--- config.mk ---
export PLATFORM = sky130hd
export DESIGN_NAME = dmem_port_arbiter_flat
export DESIGN_NICKNAME = d
export VERILOG_FILES = /design/src/rtl/dmem_port_arbiter_if.sv /design/src/rtl/dmem_port_arbiter.sv /design/src/flat_wrapper.sv
export SDC_FILE = /design/constraint.sdc
export NUM_CORES = 1
export LEC_CHECK = 0
export CAP_MARGIN = 10
export CELL_PAD_IN_SITES_DETAIL_PLACEMENT = 1
export CELL_PAD_IN_SITES_GLOBAL_PLACEMENT = 1
export CORE_UTILIZATION = 31
export DETAILED_ROUTE_END_ITERATION = 10
export MAX_ROUTING_LAYER = met4
export PLACE_DENSITY = 0.87
export SLEW_MARGIN = 10
export SYNTH_ARGS = -nofsm -noshare
export SYNTH_HDL_FRONTEND = slang
export SYNTH_SLANG_ARGS = --single-unit
export TNS_END_PERCENT = 1
--- constraint.sdc ---
create_clock -name CLK -period 2.1 [get_ports CLK]
set_input_delay 0.42 -clock CLK [delete_from_list [all_inputs] [get_ports CLK]]
set_output_delay 0.42 -clock CLK [all_outputs]
set_load 0.005 [all_outputs]
--- src/rtl/dmem_port_arbiter_if.sv ---
// -----------------------------------------------------------------------------
// dmem_port_arbiter_if
// Bundles the requester and memory-side signals of the data-memory port
// arbiter into one interface.
//
//   Core requester : cpu_req, cpu_we, cpu_addr, cpu_wdata  (to arbiter)
//                    cpu_gnt, cpu_rdata, cpu_rvalid        (from arbiter)
//   Host requester : host_req, host_we, host_lock, host_addr, host_wdata
//                    host_gnt, host_rdata, host_rvalid
//   Memory side    : mem_addr, mem_rd, mem_wr, mem_din     (from arbiter)
//                    mem_dout                              (to arbiter)
//   Statistics     : conflict_ct                           (from arbiter)
//
// Modports:
//   master - the environment around the arbiter (requesters plus data_mem)
//   slave  - the arbiter itself
// -----------------------------------------------------------------------------
interface dmem_port_arbiter_if #(
    parameter int AW = 8,
    parameter int DW = 8,
    parameter int CW = 16
);
    logic          cpu_req;
    logic          cpu_we;
    logic [AW-1:0] cpu_addr;
    logic [DW-1:0] cpu_wdata;
    logic          cpu_gnt;
    logic [DW-1:0] cpu_rdata;
    logic          cpu_rvalid;

    logic          host_req;
    logic          host_we;
    logic          host_lock;
    logic [AW-1:0] host_addr;
    logic [DW-1:0] host_wdata;
    logic          host_gnt;
    logic [DW-1:0] host_rdata;
    logic          host_rvalid;

    logic [AW-1:0] mem_addr;
    logic          mem_rd;
    logic          mem_wr;
    logic [DW-1:0] mem_din;
    logic [DW-1:0] mem_dout;

    logic [CW-1:0] conflict_ct;

    modport master (
        output cpu_req, cpu_we, cpu_addr, cpu_wdata,
        input  cpu_gnt, cpu_rdata, cpu_rvalid,
        output host_req, host_we, host_lock, host_addr, host_wdata,
        input  host_gnt, host_rdata, host_rvalid,
        input  mem_addr, mem_rd, mem_wr, mem_din,
        output mem_dout,
        input  conflict_ct
    );

    modport slave (
        input  cpu_req, cpu_we, cpu_addr, cpu_wdata,
        output cpu_gnt, cpu_rdata, cpu_rvalid,
        input  host_req, host_we, host_lock, host_addr, host_wdata,
        output host_gnt, host_rdata, host_rvalid,
        output mem_addr, mem_rd, mem_wr, mem_din,
        input  mem_dout,
        output conflict_ct
    );
endinterface

--- src/rtl/dmem_port_arbiter.sv ---
// -----------------------------------------------------------------------------
// dmem_port_arbiter
// Shares the single-port data_mem between the core (load/store) and a host
// loader/debug port. Grants are combinational and the access happens in the
// grant cycle; read data comes back registered one cycle later.
//
// Arbitration priority (highest first):
//   1) host holds a lock and is within its burst and the core's wait budget
//   2) core has waited STARVE_LIM cycles -> forced core grant
//   3) a single requester -> that requester
//   4) both requesting -> whoever did not own the port last (core wins first)
//
// Ports:
//   CLK      in   clock, rising edge
//   start_n  in   asynchronous reset, active-low
//   bus      slave modport of dmem_port_arbiter_if:
//            core/host request, grant and read-return signals,
//            data_mem address/strobe/data signals, conflict_ct statistic
//
// Parameters:
//   AW, DW      address / data width
//   MAX_BURST   max consecutive host grants under lock (>=1)
//   STARVE_LIM  core wait cycles before a forced core grant (>=1)
//   CW          width of the saturating conflict counter
// -----------------------------------------------------------------------------
module dmem_port_arbiter #(
    parameter int AW         = 8,
    parameter int DW         = 8,
    parameter int MAX_BURST  = 16,
    parameter int STARVE_LIM = 4,
    parameter int CW         = 16
) (
    input  logic               CLK,
    input  logic               start_n,
    dmem_port_arbiter_if.slave bus
);

    localparam int BW = $clog2(MAX_BURST + 1);
    localparam int SW = $clog2(STARVE_LIM + 1);

    localparam logic OWNER_CORE = 1'b0;
    localparam logic OWNER_HOST = 1'b1;

    localparam logic [BW-1:0] BURST_MAX  = BW'(MAX_BURST);
    localparam logic [SW-1:0] STARVE_MAX = SW'(STARVE_LIM);

    // Saturating increments for the three counters.
    function automatic logic [BW-1:0] burst_inc(input logic [BW-1:0] v);
        return (v >= BURST_MAX) ? BURST_MAX : v + BW'(1);
    endfunction

    function automatic logic [SW-1:0] starve_inc(input logic [SW-1:0] v);
        return (v >= STARVE_MAX) ? STARVE_MAX : v + SW'(1);
    endfunction

    function automatic logic [CW-1:0] conflict_inc(input logic [CW-1:0] v);
        return (&v) ? v : v + CW'(1);
    endfunction

    // Registered state
    logic          last_owner;
    logic          lock_q;
    logic [BW-1:0] burst_cnt;
    logic [SW-1:0] starve_cnt;
    logic [CW-1:0] conflict_q;
    logic [DW-1:0] cpu_rdata_q;
    logic [DW-1:0] host_rdata_q;
    logic          cpu_rvalid_q;
    logic          host_rvalid_q;

    // Combinational arbitration
    logic          lock_ok;
    logic          lock_hold;
    logic          starved;
    logic          cpu_gnt;
    logic          host_gnt;

    // Next-state values
    logic          lock_d;
    logic [BW-1:0] burst_d;
    logic [SW-1:0] starve_d;
    logic [CW-1:0] conflict_d;

    // Memory-side mux
    logic [AW-1:0] addr_sel;
    logic [DW-1:0] din_sel;
    logic          rd_sel;
    logic          wr_sel;

    always_comb begin
        lock_ok   = (burst_cnt < BURST_MAX) && (starve_cnt < STARVE_MAX);
        lock_hold = lock_q && bus.host_req && lock_ok;
        starved   = (starve_cnt == STARVE_MAX) && bus.cpu_req;

        cpu_gnt  = 1'b0;
        host_gnt = 1'b0;
        // Grants are suppressed while reset is asserted so no access can
        // reach data_mem during reset.
        if (start_n) begin
            if (lock_hold) begin
                host_gnt = 1'b1;
            end else if (starved) begin
                cpu_gnt = 1'b1;
            end else if (bus.cpu_req && !bus.host_req) begin
                cpu_gnt = 1'b1;
            end else if (bus.host_req && !bus.cpu_req) begin
                host_gnt = 1'b1;
            end else if (bus.cpu_req && bus.host_req) begin
                if (last_owner == OWNER_HOST) begin
                    cpu_gnt = 1'b1;
                end else begin
                    host_gnt = 1'b1;
                end
            end
        end
    end

    always_comb begin
        addr_sel = '0;
        din_sel  = '0;
        rd_sel   = 1'b0;
        wr_sel   = 1'b0;
        if (cpu_gnt) begin
            addr_sel = bus.cpu_addr;
            din_sel  = bus.cpu_wdata;
            rd_sel   = !bus.cpu_we;
            wr_sel   = bus.cpu_we;
        end else if (host_gnt) begin
            addr_sel = bus.host_addr;
            din_sel  = bus.host_wdata;
            rd_sel   = !bus.host_we;
            wr_sel   = bus.host_we;
        end
    end

    always_comb begin
        // The lock is dropped when the host stops requesting, or when the
        // burst/starvation limits block it; a fresh host grant then decides
        // from host_lock whether to (re)take it.
        lock_d = lock_q;
        if (!bus.host_req) begin
            lock_d = 1'b0;
        end else if (lock_q && !lock_ok) begin
            lock_d = 1'b0;
        end else if (host_gnt) begin
            lock_d = bus.host_lock;
        end

        burst_d = burst_cnt;
        if (!lock_d || cpu_gnt) begin
            burst_d = '0;
        end else if (host_gnt) begin
            burst_d = burst_inc(burst_cnt);
        end

        starve_d = starve_cnt;
        if (!bus.cpu_req || cpu_gnt) begin
            starve_d = '0;
        end else begin
            starve_d = starve_inc(starve_cnt);
        end

        conflict_d = conflict_q;
        if (bus.cpu_req && bus.host_req) begin
            conflict_d = conflict_inc(conflict_q);
        end
    end

    always_ff @(posedge CLK or negedge start_n) begin
        if (!start_n) begin
            last_owner <= OWNER_HOST;
            lock_q     <= 1'b0;
            burst_cnt  <= '0;
            starve_cnt <= '0;
            conflict_q <= '0;
        end else begin
            if (cpu_gnt) begin
                last_owner <= OWNER_CORE;
            end else if (host_gnt) begin
                last_owner <= OWNER_HOST;
            end
            lock_q     <= lock_d;
            burst_cnt  <= burst_d;
            starve_cnt <= starve_d;
            conflict_q <= conflict_d;
        end
    end

    // Read return: data_mem reads combinationally, so the word is captured
    // at the end of the grant cycle and flagged valid for exactly one cycle.
    always_ff @(posedge CLK or negedge start_n) begin
        if (!start_n) begin
            cpu_rdata_q   <= '0;
            host_rdata_q  <= '0;
            cpu_rvalid_q  <= 1'b0;
            host_rvalid_q <= 1'b0;
        end else begin
            cpu_rvalid_q  <= cpu_gnt && !bus.cpu_we;
            host_rvalid_q <= host_gnt && !bus.host_we;
            if (cpu_gnt && !bus.cpu_we) begin
                cpu_rdata_q <= bus.mem_dout;
            end
            if (host_gnt && !bus.host_we) begin
                host_rdata_q <= bus.mem_dout;
            end
        end
    end

    assign bus.cpu_gnt     = cpu_gnt;
    assign bus.host_gnt    = host_gnt;
    assign bus.cpu_rdata   = cpu_rdata_q;
    assign bus.host_rdata  = host_rdata_q;
    assign bus.cpu_rvalid  = cpu_rvalid_q;
    assign bus.host_rvalid = host_rvalid_q;
    assign bus.mem_addr    = addr_sel;
    assign bus.mem_din     = din_sel;
    assign bus.mem_rd      = rd_sel;
    assign bus.mem_wr      = wr_sel;
    assign bus.conflict_ct = conflict_q;

endmodule

--- src/flat_wrapper.sv ---
// flat-port wrapper written by rule: the top's interface ports become plain ports
module dmem_port_arbiter_flat 
#(
    parameter int AW         = 8,
    parameter int DW         = 8,
    parameter int MAX_BURST  = 16,
    parameter int STARVE_LIM = 4,
    parameter int CW         = 16
)
  (CLK, start_n, bus_cpu_req, bus_cpu_we, bus_cpu_addr, bus_cpu_wdata, bus_cpu_gnt, bus_cpu_rdata, bus_cpu_rvalid, bus_host_req, bus_host_we, bus_host_lock, bus_host_addr, bus_host_wdata, bus_host_gnt, bus_host_rdata, bus_host_rvalid, bus_mem_addr, bus_mem_rd, bus_mem_wr, bus_mem_din, bus_mem_dout, bus_conflict_ct);
  dmem_port_arbiter_if #(.AW(AW), .DW(DW), .CW(CW)) bus_i ();
  input  logic CLK;
  input  logic start_n;
  input wire logic [$bits(bus_i.cpu_req)-1:0] bus_cpu_req;
  input wire logic [$bits(bus_i.cpu_we)-1:0] bus_cpu_we;
  input wire logic [$bits(bus_i.cpu_addr)-1:0] bus_cpu_addr;
  input wire logic [$bits(bus_i.cpu_wdata)-1:0] bus_cpu_wdata;
  output wire logic [$bits(bus_i.cpu_gnt)-1:0] bus_cpu_gnt;
  output wire logic [$bits(bus_i.cpu_rdata)-1:0] bus_cpu_rdata;
  output wire logic [$bits(bus_i.cpu_rvalid)-1:0] bus_cpu_rvalid;
  input wire logic [$bits(bus_i.host_req)-1:0] bus_host_req;
  input wire logic [$bits(bus_i.host_we)-1:0] bus_host_we;
  input wire logic [$bits(bus_i.host_lock)-1:0] bus_host_lock;
  input wire logic [$bits(bus_i.host_addr)-1:0] bus_host_addr;
  input wire logic [$bits(bus_i.host_wdata)-1:0] bus_host_wdata;
  output wire logic [$bits(bus_i.host_gnt)-1:0] bus_host_gnt;
  output wire logic [$bits(bus_i.host_rdata)-1:0] bus_host_rdata;
  output wire logic [$bits(bus_i.host_rvalid)-1:0] bus_host_rvalid;
  output wire logic [$bits(bus_i.mem_addr)-1:0] bus_mem_addr;
  output wire logic [$bits(bus_i.mem_rd)-1:0] bus_mem_rd;
  output wire logic [$bits(bus_i.mem_wr)-1:0] bus_mem_wr;
  output wire logic [$bits(bus_i.mem_din)-1:0] bus_mem_din;
  input wire logic [$bits(bus_i.mem_dout)-1:0] bus_mem_dout;
  output wire logic [$bits(bus_i.conflict_ct)-1:0] bus_conflict_ct;
  assign bus_i.cpu_req = bus_cpu_req;
  assign bus_i.cpu_we = bus_cpu_we;
  assign bus_i.cpu_addr = bus_cpu_addr;
  assign bus_i.cpu_wdata = bus_cpu_wdata;
  assign bus_cpu_gnt = bus_i.cpu_gnt;
  assign bus_cpu_rdata = bus_i.cpu_rdata;
  assign bus_cpu_rvalid = bus_i.cpu_rvalid;
  assign bus_i.host_req = bus_host_req;
  assign bus_i.host_we = bus_host_we;
  assign bus_i.host_lock = bus_host_lock;
  assign bus_i.host_addr = bus_host_addr;
  assign bus_i.host_wdata = bus_host_wdata;
  assign bus_host_gnt = bus_i.host_gnt;
  assign bus_host_rdata = bus_i.host_rdata;
  assign bus_host_rvalid = bus_i.host_rvalid;
  assign bus_mem_addr = bus_i.mem_addr;
  assign bus_mem_rd = bus_i.mem_rd;
  assign bus_mem_wr = bus_i.mem_wr;
  assign bus_mem_din = bus_i.mem_din;
  assign bus_i.mem_dout = bus_mem_dout;
  assign bus_conflict_ct = bus_i.conflict_ct;
  dmem_port_arbiter #(.AW(AW), .DW(DW), .MAX_BURST(MAX_BURST), .STARVE_LIM(STARVE_LIM), .CW(CW)) u_core (.CLK(CLK), .start_n(start_n), .bus(bus_i));
endmodule
==> impl_results.md <==
* Worst VDD drop at 0.3213 mV
* Cells after synthesis at 190
* Worst-path clk slew at 0.08 ns
* Post-layout min period at 2.358 ns
* CP top delay family: flip-flops
* RSZ-0062 raised after global routing: yes
* Largest net degree at the start of global routing at 40
* DR pass1 iterations at 4
* Vias in the first global route at 2426
* Slowest CP cell: dfstp_2
* Status: complete, but fails checks
* Cell Pwr Density at 722.6 nW/um^2
* PortBufs at 100
* Syn avg cell area at 11.80 sq um
* Count of max-cap constraint violations at 0
* Hold Crit Class: input pin to asynchronous set/reset pin
* Most frequent cells in the layout: clkdlybuf4s50_1, dfrtp_1, buf_4, buf_2, a22o_1
* # diodes at 0
* Total track usage at 0.2151
* Initial Util at 0.3246
* Total congestion overflow at 0
* Final setup vio count at 20
* Die X at 87.05 microns
* Place WS at -0.4745 ns
* Worst Path Class, Setup: flip-flop to primary output
* Number of I/O pins at 101
* Netlist cell types at 45
* WL per Instance at 16.73 microns
* Antenna Violating Nets Remaining at 0
* Commonest non-fill, non-tap cell in the layout: clkdlybuf4s50_1
* Synth Area in Compound Gates at 0.1434
* Area Growth Syn to Fin at 67.35%
* Worst setup SP type: flip-flop
* Post-DP Area at 3507 sq um
* Clock tree buffer depth at 2
* Synthesis-stage register bit count at 44
* CTS root buf: clkbuf_8
* DIE AREA at 7577 sq um
* Placed Cells at 406
* CTS sink count at 44
* Worst Path Required at 1.68 ns
* CTS Hold Bufs at 0
* Fraction of synthesized cell area in xor and xnor cells at 0.04297
* Final WS setup at -0.2576 ns
* WP buf/inv at 3
* Leak pwr at 1.689 nW
* Initial drt markers at 39
* Adder-cell share of the synthesized area at 0.02790
* Worst skew pair latency at 0.29 ns
* Synth Flop Type: dfrtp_1
* Syn. warnings at 0
* CTS tree: yes
* Syn Std Cell Area at 2242 sq um
* Routability cong. at 0.8008
* Crit-path max FO at 5
* Slew margin rel. at 0.6617
* DP HPWL at 4.899 mm
* Finished Layout Cells at 432
* Synth Area in Simple Gates at 0.1484
* Critical Path Max Stage Delay at 0.61 ns
* Tcrit/Tclk final at 1.123
* Post-layout nets at 388
* Slew of the pin with the lowest slew margin at 0.5075 ns
* CTS buffer count at 5
* Core area at 6907 sq um
* Vias post-DR at 2110
* First-pass GRT wire length at 11.94 mm
* Max Fclk at 0.4242 GHz
* Seq/Total Area, Yosys at 0.4916
* Async SR Flop Fraction at 1.000
* Std cell rows at 30
* EDFF count, synth at 0
* Final Max Tran Viols at 0
* Finished Cell Area at 3752 sq um
* Hold Fails Final Rpt at 0
* Setup Skew at 0.006872 ns
* Antenna violations before repair at 0
* Failing checks: setup timing
* Vias/cell at 4.884
* Arrival @ worst endpoint at 1.94 ns
* Die H at 87.05 microns
* Final WL at 7.228 mm
* H-tree Lvls at 2
* Ratio of cells with drive above 1 in the final layout at 0.3125
* Synthesized net count at 242
* Combinational family with the most area after synthesis: simple AND/OR/NAND/NOR gates
* Setup crit end kind: primary output
* Proportion of synthesized area in mux cells at 0.1083
* DRC Markers at 0
* Crit-path cells: a21oi_4 -> o21ai_2 -> nor2b_4 -> buf_6 -> buf_16 -> a22o_1 -> buf_2
routing by layer:
metal  global-route usage  vias up  share of wire
met3              0.03507        8          0.056
met1               0.2390     1029           0.40
met2               0.3944       98           0.53
met4              0.06212        0          0.013
met5                    -        -              0
li1                     -      975              -
Yosys cell counts, types with 4 or more instances:
cell	number	share of area
ha_1	5	0.028
nor2_1	11	0.018
inv_1	7	0.012
nand2_1	14	0.023
nand3b_1	4	0.013
a21boi_0	4	0.013
mux2_4	8	0.054
dfrtp_1	43	0.48
nand3_1	8	0.018
a22o_1	17	0.066
xnor2_1	8	0.031
nand4_1	4	0.011
mux2_2	10	0.050
area by class of cell:
class	count	area, sq um
Multi-Input combinational cell	133	1079
Tap cell	96	120.1
Timing Repair inverter	2	12.51
Sequential cell	44	1102
Fill cell	784	3154
Clock buffer	6	72.57
Inverter	8	35.03
Clock inverter	1	5.005
Timing Repair Buffer	142	1326
state kept, by name (all words and copies together) (netlist names):
| name | count |
|---|---|
| u_core.last_owner | 1 |
| u_core.burst_cnt | 5 |
| u_core.lock_q | 1 |
| u_core.bus.host_rvalid | 1 |
| u_core.bus.cpu_rvalid | 1 |
| u_core.starve_cnt | 3 |
| u_core.bus.host_rdata | 8 |
| u_core.bus.conflict_ct | 16 |
| u_core.bus.cpu_rdata | 8 |
worst paths after layout:
check	cells after the start	to	slack, ns	start
max in group asynchronous	2	u_core.lock_q	1.43	start_n
hold / removal	2	u_core.starve_cnt[0]	0.11	start_n
hold reg to reg	1	u_core.bus.host_rdata[6]	0.52	u_core.bus.host_rdata[6]
setup / recovery	7	bus_mem_addr[6]	-0.26	u_core.last_owner
setup reg to reg	8	u_core.bus.host_rdata[0]	0.07	u_core.last_owner
min in group CLK	1	u_core.bus.host_rdata[6]	0.52	u_core.bus.host_rdata[6]
timing repair:
| action | 4_1_cts | 5_1_grt |
|---|---|---|
| resized for setup | 98 | 5 |
| buffers inserted | 14 | 1 |
| endpoints found under the hold margin | 0 | 0 |
| cloned | 5 | 0 |
| pin swaps | 17 | 11 |
| setup endpoints to repair | 20 | 30 |
report_power, final:
part | internal, mW | switching [mW]
logic | 0.678 | 0.357
registers | 1.01 | 0.166
clock network | 0.226 | 0.271
total | 1.92 | 0.793
cells by family after synthesis:
group,after synthesis
compound gates,39
xor+xnor,11
fa+ha+maj,5
buf+inv,13
flops,44
mux,19
simple gates,59
through the flow:
stage / utilization / setup TNS (ns) / total power [mW] / hold slack [ns]
global route: 0.5433 / -5.823 / 2.869 / 0.09994
global placement: 0.5078 / -7.300 / 2.078 / 0.4064
detailed placement: 0.5078 / -8.793 / 2.135 / 0.4204
finish: 0.5433 / -4.415 / 2.711 / 0.1120
floorplan: - / 0 / 1.502 / 0.1244
CTS: 0.5400 / -3.149 / 2.707 / 0.1017
Note: power is estimated with default switching activity, not from simulation.
